**config.mk**
```make
export PLATFORM = sky130hd
export DESIGN_NAME = commit_unit
export DESIGN_NICKNAME = d
export VERILOG_FILES = /design/src/rtl/commit_unit_pkg.sv /design/src/rtl/commit_unit_flush_ctrl.sv /design/src/rtl/commit_unit.sv
export SDC_FILE = /design/constraint.sdc
export NUM_CORES = 1
export LEC_CHECK = 0
export CORE_AREA = 2 2 362 364
export CTS_CLUSTER_SIZE = 28
export DETAILED_ROUTE_END_ITERATION = 7
export DIE_AREA = 0 0 364 366
export PLACE_DENSITY = 0.36
export SLEW_MARGIN = 20
export SYNTH_ARGS = -nofsm -noshare
export SYNTH_HDL_FRONTEND = slang
export SYNTH_SLANG_ARGS = --single-unit
```
**constraint.sdc**
```tcl
create_clock -name clk -period 10.45 [get_ports clk]
set_input_delay 2.09 -clock clk [delete_from_list [all_inputs] [get_ports clk]]
set_output_delay 2.09 -clock clk [all_outputs]
set_load 0.05 [all_outputs]
```
**src/rtl/commit_unit_pkg.sv**
```systemverilog
// Shared types and constants for the commit unit (ROB commit consumer).
package commit_unit_pkg;

    localparam int unsigned COMMIT_WIDTH = 2;
    localparam int unsigned PHY_REG_NUM  = 64;
    localparam int unsigned PW           = $clog2(PHY_REG_NUM);
    localparam int unsigned AREG_W       = 5;
    localparam int unsigned ECODE_W      = 6;
    localparam int unsigned SUBCODE_W    = 9;
    localparam int unsigned BR_TYPE_W    = 2;
    localparam int unsigned BR_INFO_W    = 8;

    localparam logic [ECODE_W-1:0] ECODE_INT  = 6'h00;
    localparam logic [ECODE_W-1:0] ECODE_ADEF = 6'h08;

    typedef enum logic [1:0] {
        RUN       = 2'd0,
        FLUSH     = 2'd1,
        IDLE_WAIT = 2'd2
    } CmtStateEn;

    typedef enum logic [1:0] {
        ALU_INSTR = 2'd0,
        BR_INSTR  = 2'd1,
        MEM_INSTR = 2'd2,
        CSR_INSTR = 2'd3
    } InstrTypeEn;

    typedef struct packed {
        logic                 valid;
        logic [ECODE_W-1:0]   ecode;
        logic [SUBCODE_W-1:0] subcode;
    } RobExcpSt;

    typedef struct packed {
        logic [31:0]          pc;
        logic [31:0]          instr;
        InstrTypeEn           instr_type;
        RobExcpSt             excp;
        logic [31:0]          error_vaddr;
        logic                 old_phy_reg_valid;
        logic [PW-1:0]        old_phy_reg;
        logic [AREG_W-1:0]    areg;
        logic [PW-1:0]        phy_reg;
        logic                 br_taken;
        logic [31:0]          br_target;
        logic [BR_TYPE_W-1:0] br_type;
        logic [BR_INFO_W-1:0] br_info;
        logic                 br_redirect;
        logic                 ertn_flush;
        logic                 priv_flush;
        logic                 ibar_flush;
        logic                 icacop_flush;
        logic                 idle_flush;
        logic                 rf_wen;
        logic [31:0]          rf_wdata;
        logic                 store_valid;
        logic                 load_valid;
        logic [31:0]          paddr;
        logic [31:0]          vaddr;
        logic [31:0]          csr_rdata;
    } RobEntrySt;

    typedef struct packed {
        logic [COMMIT_WIDTH-1:0]        valid;
        RobEntrySt [COMMIT_WIDTH-1:0]   rob_entry;
    } RobCmtSt;

    typedef struct packed {
        logic                 valid;
        logic [31:0]          pc;
        logic                 br_taken;
        logic [31:0]          br_target;
        logic [BR_TYPE_W-1:0] br_type;
        logic [BR_INFO_W-1:0] br_info;
    } CmtBpuUpdSt;

    typedef struct packed {
        logic                 valid;
        logic [ECODE_W-1:0]   ecode;
        logic [SUBCODE_W-1:0] subcode;
        logic [31:0]          era;
        logic [31:0]          badv;
    } CmtExcpSt;

    typedef struct packed {
        logic        valid;
        logic [31:0] pc;
        logic [31:0] instr;
        logic        rf_wen;
        logic [31:0] rf_wdata;
        logic        store_valid;
        logic        load_valid;
        logic [31:0] paddr;
        logic [31:0] vaddr;
        logic [31:0] csr_rdata;
    } CmtDifftestSt;

    // Sequential next-pc; wraps at 2^32.
    function automatic logic [31:0] pc_add4(input logic [31:0] pc);
        return 32'(pc + 32'd4);
    endfunction

endpackage

```
**src/rtl/commit_unit_flush_ctrl.sv**
```systemverilog
// Commit FSM: cause priority, effective/retire mask and registered flush/redirect/excp.
module commit_flush_ctrl
    import commit_unit_pkg::*;
(
    input  logic                    clk,
    input  logic                    rst,
    input  RobCmtSt                 cmt_i,
    input  logic                    has_int,
    input  logic [31:0]             eentry_i,
    input  logic [31:0]             era_i,
    output logic [COMMIT_WIDTH-1:0] retire_c,
    output logic                    flush_o,
    output logic                    redirect_o,
    output logic [31:0]             redirect_pc_o,
    output CmtExcpSt                excp_o,
    output logic                    ertn_o
);

    CmtStateEn   state_q, state_d;
    logic [31:0] idle_pc_q, idle_pc_d;
    logic        flush_d;
    logic        redirect_d;
    logic [31:0] redirect_pc_d;
    CmtExcpSt    excp_d;
    logic        ertn_d;
    logic        blocked;

    // Only control fields of the entries are consumed here; the rest feed the datapath.
    logic unused_cmt_bits;
    assign unused_cmt_bits = ^cmt_i;

    // Next state, retire mask and flush payload; oldest slot with a cause wins.
    always_comb begin
        state_d       = state_q;
        idle_pc_d     = idle_pc_q;
        retire_c      = '0;
        flush_d       = 1'b0;
        redirect_d    = 1'b0;
        redirect_pc_d = '0;
        excp_d        = '0;
        ertn_d        = 1'b0;
        blocked       = 1'b0;
        case (state_q)
            RUN: begin
                for (int i = 0; i < COMMIT_WIDTH; i++) begin
                    if (cmt_i.valid[i] && !blocked) begin
                        if ((i == 0) && has_int) begin
                            blocked       = 1'b1;
                            flush_d       = 1'b1;
                            redirect_d    = 1'b1;
                            redirect_pc_d = eentry_i;
                            excp_d.valid  = 1'b1;
                            excp_d.ecode  = ECODE_INT;
                            excp_d.era    = cmt_i.rob_entry[i].pc;
                            state_d       = FLUSH;
                        end else if (cmt_i.rob_entry[i].excp.valid) begin
                            blocked        = 1'b1;
                            flush_d        = 1'b1;
                            redirect_d     = 1'b1;
                            redirect_pc_d  = eentry_i;
                            excp_d.valid   = 1'b1;
                            excp_d.ecode   = cmt_i.rob_entry[i].excp.ecode;
                            excp_d.subcode = cmt_i.rob_entry[i].excp.subcode;
                            excp_d.era     = cmt_i.rob_entry[i].pc;
                            excp_d.badv    = cmt_i.rob_entry[i].error_vaddr;
                            state_d        = FLUSH;
                        end else begin
                            retire_c[i] = 1'b1;
                            if (cmt_i.rob_entry[i].ertn_flush) begin
                                blocked       = 1'b1;
                                flush_d       = 1'b1;
                                redirect_d    = 1'b1;
                                redirect_pc_d = era_i;
                                ertn_d        = 1'b1;
                                state_d       = FLUSH;
                            end else if (cmt_i.rob_entry[i].br_redirect) begin
                                blocked       = 1'b1;
                                flush_d       = 1'b1;
                                redirect_d    = 1'b1;
                                redirect_pc_d = cmt_i.rob_entry[i].br_target;
                                state_d       = FLUSH;
                            end else if (cmt_i.rob_entry[i].priv_flush ||
                                         cmt_i.rob_entry[i].ibar_flush ||
                                         cmt_i.rob_entry[i].icacop_flush) begin
                                blocked       = 1'b1;
                                flush_d       = 1'b1;
                                redirect_d    = 1'b1;
                                redirect_pc_d = pc_add4(cmt_i.rob_entry[i].pc);
                                state_d       = FLUSH;
                            end else if (cmt_i.rob_entry[i].idle_flush) begin
                                blocked   = 1'b1;
                                idle_pc_d = cmt_i.rob_entry[i].pc;
                                state_d   = IDLE_WAIT;
                            end
                        end
                    end
                end
            end
            FLUSH: begin
                state_d = RUN;
            end
            IDLE_WAIT: begin
                // Wake goes through FLUSH so younger entries are discarded, not committed.
                if (has_int) begin
                    flush_d       = 1'b1;
                    redirect_d    = 1'b1;
                    redirect_pc_d = pc_add4(idle_pc_q);
                    state_d       = FLUSH;
                end
            end
            default: begin
                state_d = RUN;
            end
        endcase
    end

    // State, stored idle pc and registered flush outputs.
    always_ff @(posedge clk or posedge rst) begin
        if (rst) begin
            state_q       <= RUN;
            idle_pc_q     <= '0;
            flush_o       <= 1'b0;
            redirect_o    <= 1'b0;
            redirect_pc_o <= '0;
            excp_o        <= '0;
            ertn_o        <= 1'b0;
        end else begin
            state_q       <= state_d;
            idle_pc_q     <= idle_pc_d;
            flush_o       <= flush_d;
            redirect_o    <= redirect_d;
            redirect_pc_o <= redirect_pc_d;
            excp_o        <= excp_d;
            ertn_o        <= ertn_d;
        end
    end

endmodule

```
**src/rtl/commit_unit.sv**
```systemverilog
// Commit unit top: retires ROB entries into free list, arch RAT and BPU; flush via commit_flush_ctrl.
// Optional feature macro: COMMIT_DIFFTEST_EN adds difftest_o and a 64-bit retired-instruction counter.
module commit_unit
    import commit_unit_pkg::*;
(
    input  logic                           clk,
    input  logic                           rst,
    input  RobCmtSt                        cmt_i,
    input  logic                           has_int,
    input  logic [31:0]                    eentry_i,
    input  logic [31:0]                    era_i,
    output logic [COMMIT_WIDTH-1:0]        free_valid_o,
    output logic [COMMIT_WIDTH*PW-1:0]     free_preg_o,
    output logic [COMMIT_WIDTH-1:0]        arat_we_o,
    output logic [COMMIT_WIDTH*AREG_W-1:0] arat_areg_o,
    output logic [COMMIT_WIDTH*PW-1:0]     arat_preg_o,
    output CmtBpuUpdSt                     bpu_upd_o,
    output logic                           flush_o,
    output logic                           redirect_o,
    output logic [31:0]                    redirect_pc_o,
    output CmtExcpSt                       excp_o,
    output logic                           ertn_o
`ifdef COMMIT_DIFFTEST_EN
    ,
    output CmtDifftestSt [COMMIT_WIDTH-1:0] difftest_o,
    output logic [63:0]                     instr_cnt_o
`endif
);

    logic [COMMIT_WIDTH-1:0]        retire_c;
    logic [COMMIT_WIDTH-1:0]        free_valid_d;
    logic [COMMIT_WIDTH*PW-1:0]     free_preg_d;
    logic [COMMIT_WIDTH-1:0]        arat_we_d;
    logic [COMMIT_WIDTH*AREG_W-1:0] arat_areg_d;
    logic [COMMIT_WIDTH*PW-1:0]     arat_preg_d;
    CmtBpuUpdSt                     bpu_d;
    logic                           bpu_found;

    commit_flush_ctrl u_flush_ctrl (
        .clk           (clk),
        .rst           (rst),
        .cmt_i         (cmt_i),
        .has_int       (has_int),
        .eentry_i      (eentry_i),
        .era_i         (era_i),
        .retire_c      (retire_c),
        .flush_o       (flush_o),
        .redirect_o    (redirect_o),
        .redirect_pc_o (redirect_pc_o),
        .excp_o        (excp_o),
        .ertn_o        (ertn_o)
    );

    // RAT/free-list writes for retired slots; BPU update from the oldest retired branch.
    always_comb begin
        free_valid_d = '0;
        free_preg_d  = '0;
        arat_we_d    = '0;
        arat_areg_d  = '0;
        arat_preg_d  = '0;
        bpu_d        = '0;
        bpu_found    = 1'b0;
        for (int i = 0; i < COMMIT_WIDTH; i++) begin
            if (retire_c[i] && cmt_i.rob_entry[i].old_phy_reg_valid) begin
                free_valid_d[i]                = 1'b1;
                free_preg_d[i*PW +: PW]        = cmt_i.rob_entry[i].old_phy_reg;
                arat_we_d[i]                   = 1'b1;
                arat_areg_d[i*AREG_W +: AREG_W] = cmt_i.rob_entry[i].areg;
                arat_preg_d[i*PW +: PW]        = cmt_i.rob_entry[i].phy_reg;
            end
            if (retire_c[i] && !bpu_found && (cmt_i.rob_entry[i].instr_type == BR_INSTR)) begin
                bpu_found       = 1'b1;
                bpu_d.valid     = 1'b1;
                bpu_d.pc        = cmt_i.rob_entry[i].pc;
                bpu_d.br_taken  = cmt_i.rob_entry[i].br_taken;
                bpu_d.br_target = cmt_i.rob_entry[i].br_target;
                bpu_d.br_type   = cmt_i.rob_entry[i].br_type;
                bpu_d.br_info   = cmt_i.rob_entry[i].br_info;
            end
        end
    end

    // Register the retire datapath outputs.
    always_ff @(posedge clk or posedge rst) begin
        if (rst) begin
            free_valid_o <= '0;
            free_preg_o  <= '0;
            arat_we_o    <= '0;
            arat_areg_o  <= '0;
            arat_preg_o  <= '0;
            bpu_upd_o    <= '0;
        end else begin
            free_valid_o <= free_valid_d;
            free_preg_o  <= free_preg_d;
            arat_we_o    <= arat_we_d;
            arat_areg_o  <= arat_areg_d;
            arat_preg_o  <= arat_preg_d;
            bpu_upd_o    <= bpu_d;
        end
    end

`ifdef COMMIT_DIFFTEST_EN
    CmtDifftestSt [COMMIT_WIDTH-1:0] difftest_d;

    // Per-slot trace record of normally retired instructions.
    always_comb begin
        difftest_d = '0;
        for (int i = 0; i < COMMIT_WIDTH; i++) begin
            if (retire_c[i]) begin
                difftest_d[i].valid       = 1'b1;
                difftest_d[i].pc          = cmt_i.rob_entry[i].pc;
                difftest_d[i].instr       = cmt_i.rob_entry[i].instr;
                difftest_d[i].rf_wen      = cmt_i.rob_entry[i].rf_wen;
                difftest_d[i].rf_wdata    = cmt_i.rob_entry[i].rf_wdata;
                difftest_d[i].store_valid = cmt_i.rob_entry[i].store_valid;
                difftest_d[i].load_valid  = cmt_i.rob_entry[i].load_valid;
                difftest_d[i].paddr       = cmt_i.rob_entry[i].paddr;
                difftest_d[i].vaddr       = cmt_i.rob_entry[i].vaddr;
                difftest_d[i].csr_rdata   = cmt_i.rob_entry[i].csr_rdata;
            end
        end
    end

    // Trace register and retired-instruction counter.
    always_ff @(posedge clk or posedge rst) begin
        if (rst) begin
            difftest_o  <= '0;
            instr_cnt_o <= '0;
        end else begin
            difftest_o  <= difftest_d;
            instr_cnt_o <= instr_cnt_o + 64'($countones(retire_c));
        end
    end
`endif

endmodule

```
* After elaboration in Yosys (flattened, before gate mapping)
Cells that the tools add are included.
** Operators by class
- Eq/ne operators :: 4
- Reduce and logical (&&, ||, !) cells :: 13
- $add $sub $neg :: 3
- Muxes and demuxes :: 96
** Operator list (number)
- $mux W32 :: 27
- $mux W80 :: 5
- $mux W76 :: 2
- $add A32 B3 Y32 const B :: 3
- $pmux W32 S2 :: 1
- $mux W1 :: 36
- $mux W2 :: 15
- $mux W6 :: 4
- $mux W5 :: 2
- $mux W9 :: 1
- $mux W7 :: 1
- $logic_and A1 B1 Y1 :: 6
- $eq A2 B1 Y1 const B :: 2
- $logic_or A1 B1 Y1 :: 4
- $pmux W2 S2 :: 1
- $eq A2 B2 Y1 const B :: 1
- $logic_not A1 Y1 :: 2
- $logic_not A2 Y1 :: 1
- $ne A2 B2 Y1 const B :: 1
- $pmux W1 S2 :: 1
** Storage, ports and cells
- Output and inout port bits :: 229
- Register bits :: 260
- Logic and storage cells :: 136

* Longest topological paths before layout
- Word-level depth :: 19
- Gate-level depth with buffers :: 9
- Gate-level depth less buffers :: 7

* Cells and area by module
Synthesis repeated with hierarchy kept, for this count alone.
** Unflattened totals
- Cells, all modules :: 1526
- Area total of the unflattened synthesis :: 14432.6 µm²
** Modules (own cells, without submodules)
- commit_flush_ctrl :: area an instance 9575.4 µm², instances 1, cells each 1175
- commit_unit :: area an instance 4857.2 µm², instances 1, cells each 351

* Worst setup path after synthesis
Ideal clock, no wire load.
- Path kind :: input-to-reg
- Start point :: in cmt_i[608] (netlist name)
- End point :: reg u_flush_ctrl.redirect_pc_o[28]
- Data arrival time :: 4.024 ns
- Setup slack :: 6.331 ns
- Buffers on the path :: 2
- Stages on the path :: 8
- Required time :: 10.354 ns
- Path through :: clkbuf_1 > nand3_1 > or4_1 > buf_2 > or4_1 > a31oi_1 > a211oi_1 > o32ai_2
** On the way
- Longest elaborated chain between the ends :: 7
** Ends and longest elaborated chain
- start, declared :: RTL line commit_unit.sv:8 : input RobCmtSt cmt_i,
- $add A32 B3 Y32 :: RTL line commit_unit_pkg.sv:101 : return 32'(pc + 32'd4);
- $mux W32 :: RTL line commit_unit_flush_ctrl.sv:82 : end else if (cmt_i.rob_entry[i].priv_flush ||
- $mux W32 :: RTL line commit_unit_flush_ctrl.sv:76 : end else if (cmt_i.rob_entry[i].br_redirect) begin
- $mux W32 :: RTL line commit_unit_flush_ctrl.sv:69 : if (cmt_i.rob_entry[i].ertn_flush) begin
- $mux W32 :: RTL line commit_unit_flush_ctrl.sv:56 : end else if (cmt_i.rob_entry[i].excp.valid) begin
- $mux W32 :: RTL line commit_unit_flush_ctrl.sv:46 : if (cmt_i.valid[i] && !blocked) begin
- $pmux W32 S2 :: RTL line commit_unit_flush_ctrl.sv:43 : case (state_q)
- net u_flush_ctrl.redirect_pc_d[28] :: RTL line commit_unit_flush_ctrl.sv:23 : logic [31:0] redirect_pc_d;
- end signal, assigned :: RTL line commit_unit_flush_ctrl.sv:132 : redirect_pc_o <= redirect_pc_d;
- end, declared :: RTL line commit_unit_flush_ctrl.sv:14 : output logic [31:0] redirect_pc_o,
The timed path passes the listed nets, and every way through them passes these cells.
A chain may end at the register's enable or synchronous reset.

==> insert_results.sql <==
INSERT INTO impl_metrics (metric_group, metric, value, unit) VALUES
('status', 'status', 'finished clean', ''),
('placed_design', 'post-dp-hpwl', '80100', 'µm'),
('placed_design', 'post_placement_setup_slack', '4.18', 'ns'),
('cts', 'root_buffer', 'clkbuf_16', ''),
('finish', 'num-nets-final', '2754', ''),
('detailed_routing', 'antenna_left', '0', ''),
('worst_setup_path', 'worstPathCellList', 'clkdlybuf4s50_1 -> or3_1 -> o41ai_4 -> nand2_2 -> buf_4 -> nor2_4 -> buf_4 -> buf_4 -> a22oi_1 -> nor2_1', ''),
('detailed_routing', 'vias_per_cell', '3.99', ''),
('timing', 'final-max-slew-violation-count', '0', ''),
('grt', 'first_global_vias', '15200', ''),
('detailed_routing', 'post_drt_wl_per_cell', '27.4', 'µm'),
('timing', 'timing.slew.headroom', '21.1', '%'),
('detailed_routing', 'first_pass_iters', '5', ''),
('worst_setup_path', 'timing.critical_path.to_type', 'flop', ''),
('cts', 'clock_insertion_delay_worst_skew', '0.62', 'ns'),
('timing', 'max_clock_freq', '177', 'MHz'),
('detailed_routing', 'wirelength', '105000', 'µm'),
('logic_synthesis', 'syn_area_per_cell', '9.10', 'µm²'),
('detailed_routing', 'iteration_0_drc_markers', '1432', ''),
('worst_setup_path', 'path_class', 'in2reg', ''),
('pwr', 'total_leakage_power', '8.88', 'nW'),
('worst_setup_path', 'cp_data_required_time', '10.97', 'ns'),
('worst_setup_path', 'critPathBufInv', '4', ''),
('cts', 'post_cts.repair.setup_buffers', '0', ''),
('hold_path', 'min_path_type', 'reg2reg', ''),
('timing', 'hold_viol_final', '0', ''),
('worst_setup_path', 'arrival', '6.18', 'ns'),
('die', 'die_height', '366', 'µm'),
('timing', 'final_min_period_over_clock_period', '54.2', '%'),
('timing', 'timing.final.crit_period', '5.66', 'ns'),
('logic_synthesis', 'postSynthRegisterBits', '260', ''),
('finish', 'finalCoreUtilization', '18.0', '%'),
('cts', 'clock_buffers_created_by_tritoncts', '40', ''),
('finish', 'post_synthesis_to_final_layout_area_growth', '68.7', '%'),
('logic_synthesis', 'synthArstFlopShare', '100', '%'),
('cts', 'clkSinkCount', '260', ''),
('pwr', 'irDropWorstVdd', '0.0000998', 'V'),
('grt', 'globalRouteTotalUtil', '15.4', '%'),
('placed_design', 'routabilityCongestion', '0.834', ''),
('cts', 'cts-htree-levels', '2', ''),
('logic_synthesis', 'syn_inst', '1514', ''),
('logic_synthesis', 'synth_area_leaders', 'dfrtp_1 (47%), a21oi_1 (5.2%), a22o_1 (4.8%), nand2_1 (3.8%), nor2_1 (3.5%)', ''),
('die', 'die_width', '364', 'µm'),
('timing', 'fin_skew', '0.0422', 'ns'),
('logic_synthesis', 'synthesis.nets', '2210', ''),
('logic_synthesis', 'yosys-top-cells-count', 'dfrtp_1 (260), a21oi_1 (144), nand2_1 (140)', ''),
('worst_setup_path', 'path_max_fanout', '50', ''),
('logic_synthesis', 'synthMostInstantiatedCell', 'dfrtp_1', ''),
('placed_design', 'dp.cells', '3758', ''),
('grt', 'pin_count_of_the_biggest_net_entering_global_routing', '121', ''),
('cts', 'cts_resized', '0', ''),
('grt', 'initial_antenna_violation_count', '27', ''),
('worst_setup_path', 'worst_path_max_delay_cell', 'clkdlybuf4s50_1', ''),
('pwr', 'power.density_cell_area', '145', 'mW/mm²'),
('logic_synthesis', 'synthesis.area', '0.0138', 'mm²'),
('timing', 'setup_violations', '0', ''),
('logic_synthesis', 'yosys.area.top_type', 'dfrtp_1', ''),
('detailed_routing', 'drcViolationCount', '0', ''),
('pwr', 'post-layout-total-power', '3.36', 'mW'),
('cts', 'postCtsHoldBufs', '0', ''),
('timing', 'timing_worst_slew_pin_value', '1.17', 'ns'),
('cts', 'tritoncts', 'built', ''),
('logic_synthesis', 'ys_seq_area_share', '47.2', '%'),
('logic_synthesis', 'ys_warn_count', '0', ''),
('die', 'floorplan.initialDensity', '10.7', '%'),
('finish', 'drive_above_1_share', '7.08', '%'),
('cts', 'cts-root-to-sink-buffers', '3', ''),
('die', 'core_area', '0.129', 'mm²'),
('grt', 'globalRouteOverflowTotal', '0', ''),
('logic_synthesis', 'synth_edf_count', '0', ''),
('run', 'maxCapViolCount', '0', '');
-- power breakdown --
part / internal (mW) / switching (mW)
Sequential: 1.06 / 0.0353
Clock: 0.904 / 0.592
Combinational: 0.280 / 0.491
Total: 2.25 / 1.12
-- state kept, by name (all words and copies together) (netlist names) --
| name | count |
|---|---|
| u_flush_ctrl.excp_o | 80 |
| free_preg_o | 12 |
| u_flush_ctrl.ertn_o | 1 |
| u_flush_ctrl.redirect_o | 1 |
| arat_we_o | 2 |
| u_flush_ctrl.state_q | 2 |
| arat_areg_o | 10 |
| u_flush_ctrl.idle_pc_q | 32 |
| u_flush_ctrl.redirect_pc_o | 32 |
| bpu_upd_o | 76 |
| arat_preg_o | 12 |
-- worst paths after layout --
check | start | end | slack, ns | cells after the start
worst max-delay path | has_int | u_flush_ctrl.excp_o[4]$_DFF_PP0_ | 4.79 | 10
worst min-delay path | u_flush_ctrl.idle_pc_q[1]$_DFFE_PP0P_ | u_flush_ctrl.idle_pc_q[1]$_DFFE_PP0P_ | 0.54 | 2
worst max register to register | u_flush_ctrl.state_q[1]$_DFFE_PP0P_ | bpu_upd_o[34]$_DFF_PP0_ | 7.51 | 7
worst min register to register | u_flush_ctrl.idle_pc_q[1]$_DFFE_PP0P_ | u_flush_ctrl.idle_pc_q[1]$_DFFE_PP0P_ | 0.54 | 2
max in group asynchronous | rst | u_flush_ctrl.redirect_pc_o[12]$_DFF_PP0_ | 7.02 | 3
min in group asynchronous | rst | u_flush_ctrl.excp_o[33]$_DFF_PP0_ | 1.97 | 2
-- logic make-up (layout without fill, tap and decap cells) --
group                      after synthesis  after routing  synth area share [%]
adders and majority gates                3              3                 0.273
xor gates and xnor gates                74             74                  4.71
and+or+nand+nor                        491            491                  17.2
AOI/OAI and AO/OA                      522            522                  25.9
other                                    0              6                     0
DFF                                    260            260                  47.2
buffers and inverters                  164            739                  4.77
-- final cells by class --
class	count	area, µm²
sequential	260	6510
fill	14400	106000
clock inverter	24	339
timing repair buffer	646	6350
tap	1742	2180
inverter	20	82.6
clock buffer	49	1060
antenna	6	15.0
multi-input combinational	1090	6700
-- through the flow --
step                      cell area (µm²)  hold WS, ns
after global routing                23200        0.559
after CTS                           23200        0.543
after global placement              21800        0.513
after floorplan                     13800        0.449
after detailed placement            21800        0.525
final                               23200        0.535
-- per-layer routing --
layer	global-route usage, %	vias to the layer above	share of wire [%]
li1	-	6666	-
met1	21.5	7701	45
met2	22.9	810	43
met3	4.80	125	9.9
met4	3.23	26	1.8
met5	0	-	0.15
-- layout by cell type, fill, tap and decap left out, types with 9 or more instances in the layout --
cell	instances
a211oi_1	12
a21oi_1	143
a221o_1	11
a221oi_1	10
a22o_1	75
a22oi_1	54
a31oi_1	14
and2_1	40
and3_1	21
and4_1	9
buf_4	48
clkbuf_16	40
clkdlybuf4s50_1	591
clkinv_2	10
dfrtp_1	260
inv_1	18
nand2_1	138
nand2b_1	17
nand3_1	42
nand4_1	27
nor2_1	126
nor3_1	25
nor4_1	9
o211ai_1	12
o21ai_0	54
o21ai_1	10
o221ai_1	11
o22ai_1	51
o31ai_1	10
o32ai_1	19
xnor2_1	42
xor2_1	32
-- worst reg2reg max path: stages, from the launching register on --
cell and delay (ns):
dfrtp_1 0.50, or2_4 0.46, nor4_2 0.11, buf_4 0.21, nor4_4 0.57, buf_6 0.26, buf_12 0.30, a22o_1 0.46
No activity file was read; power rests on OpenSTA's default activity.
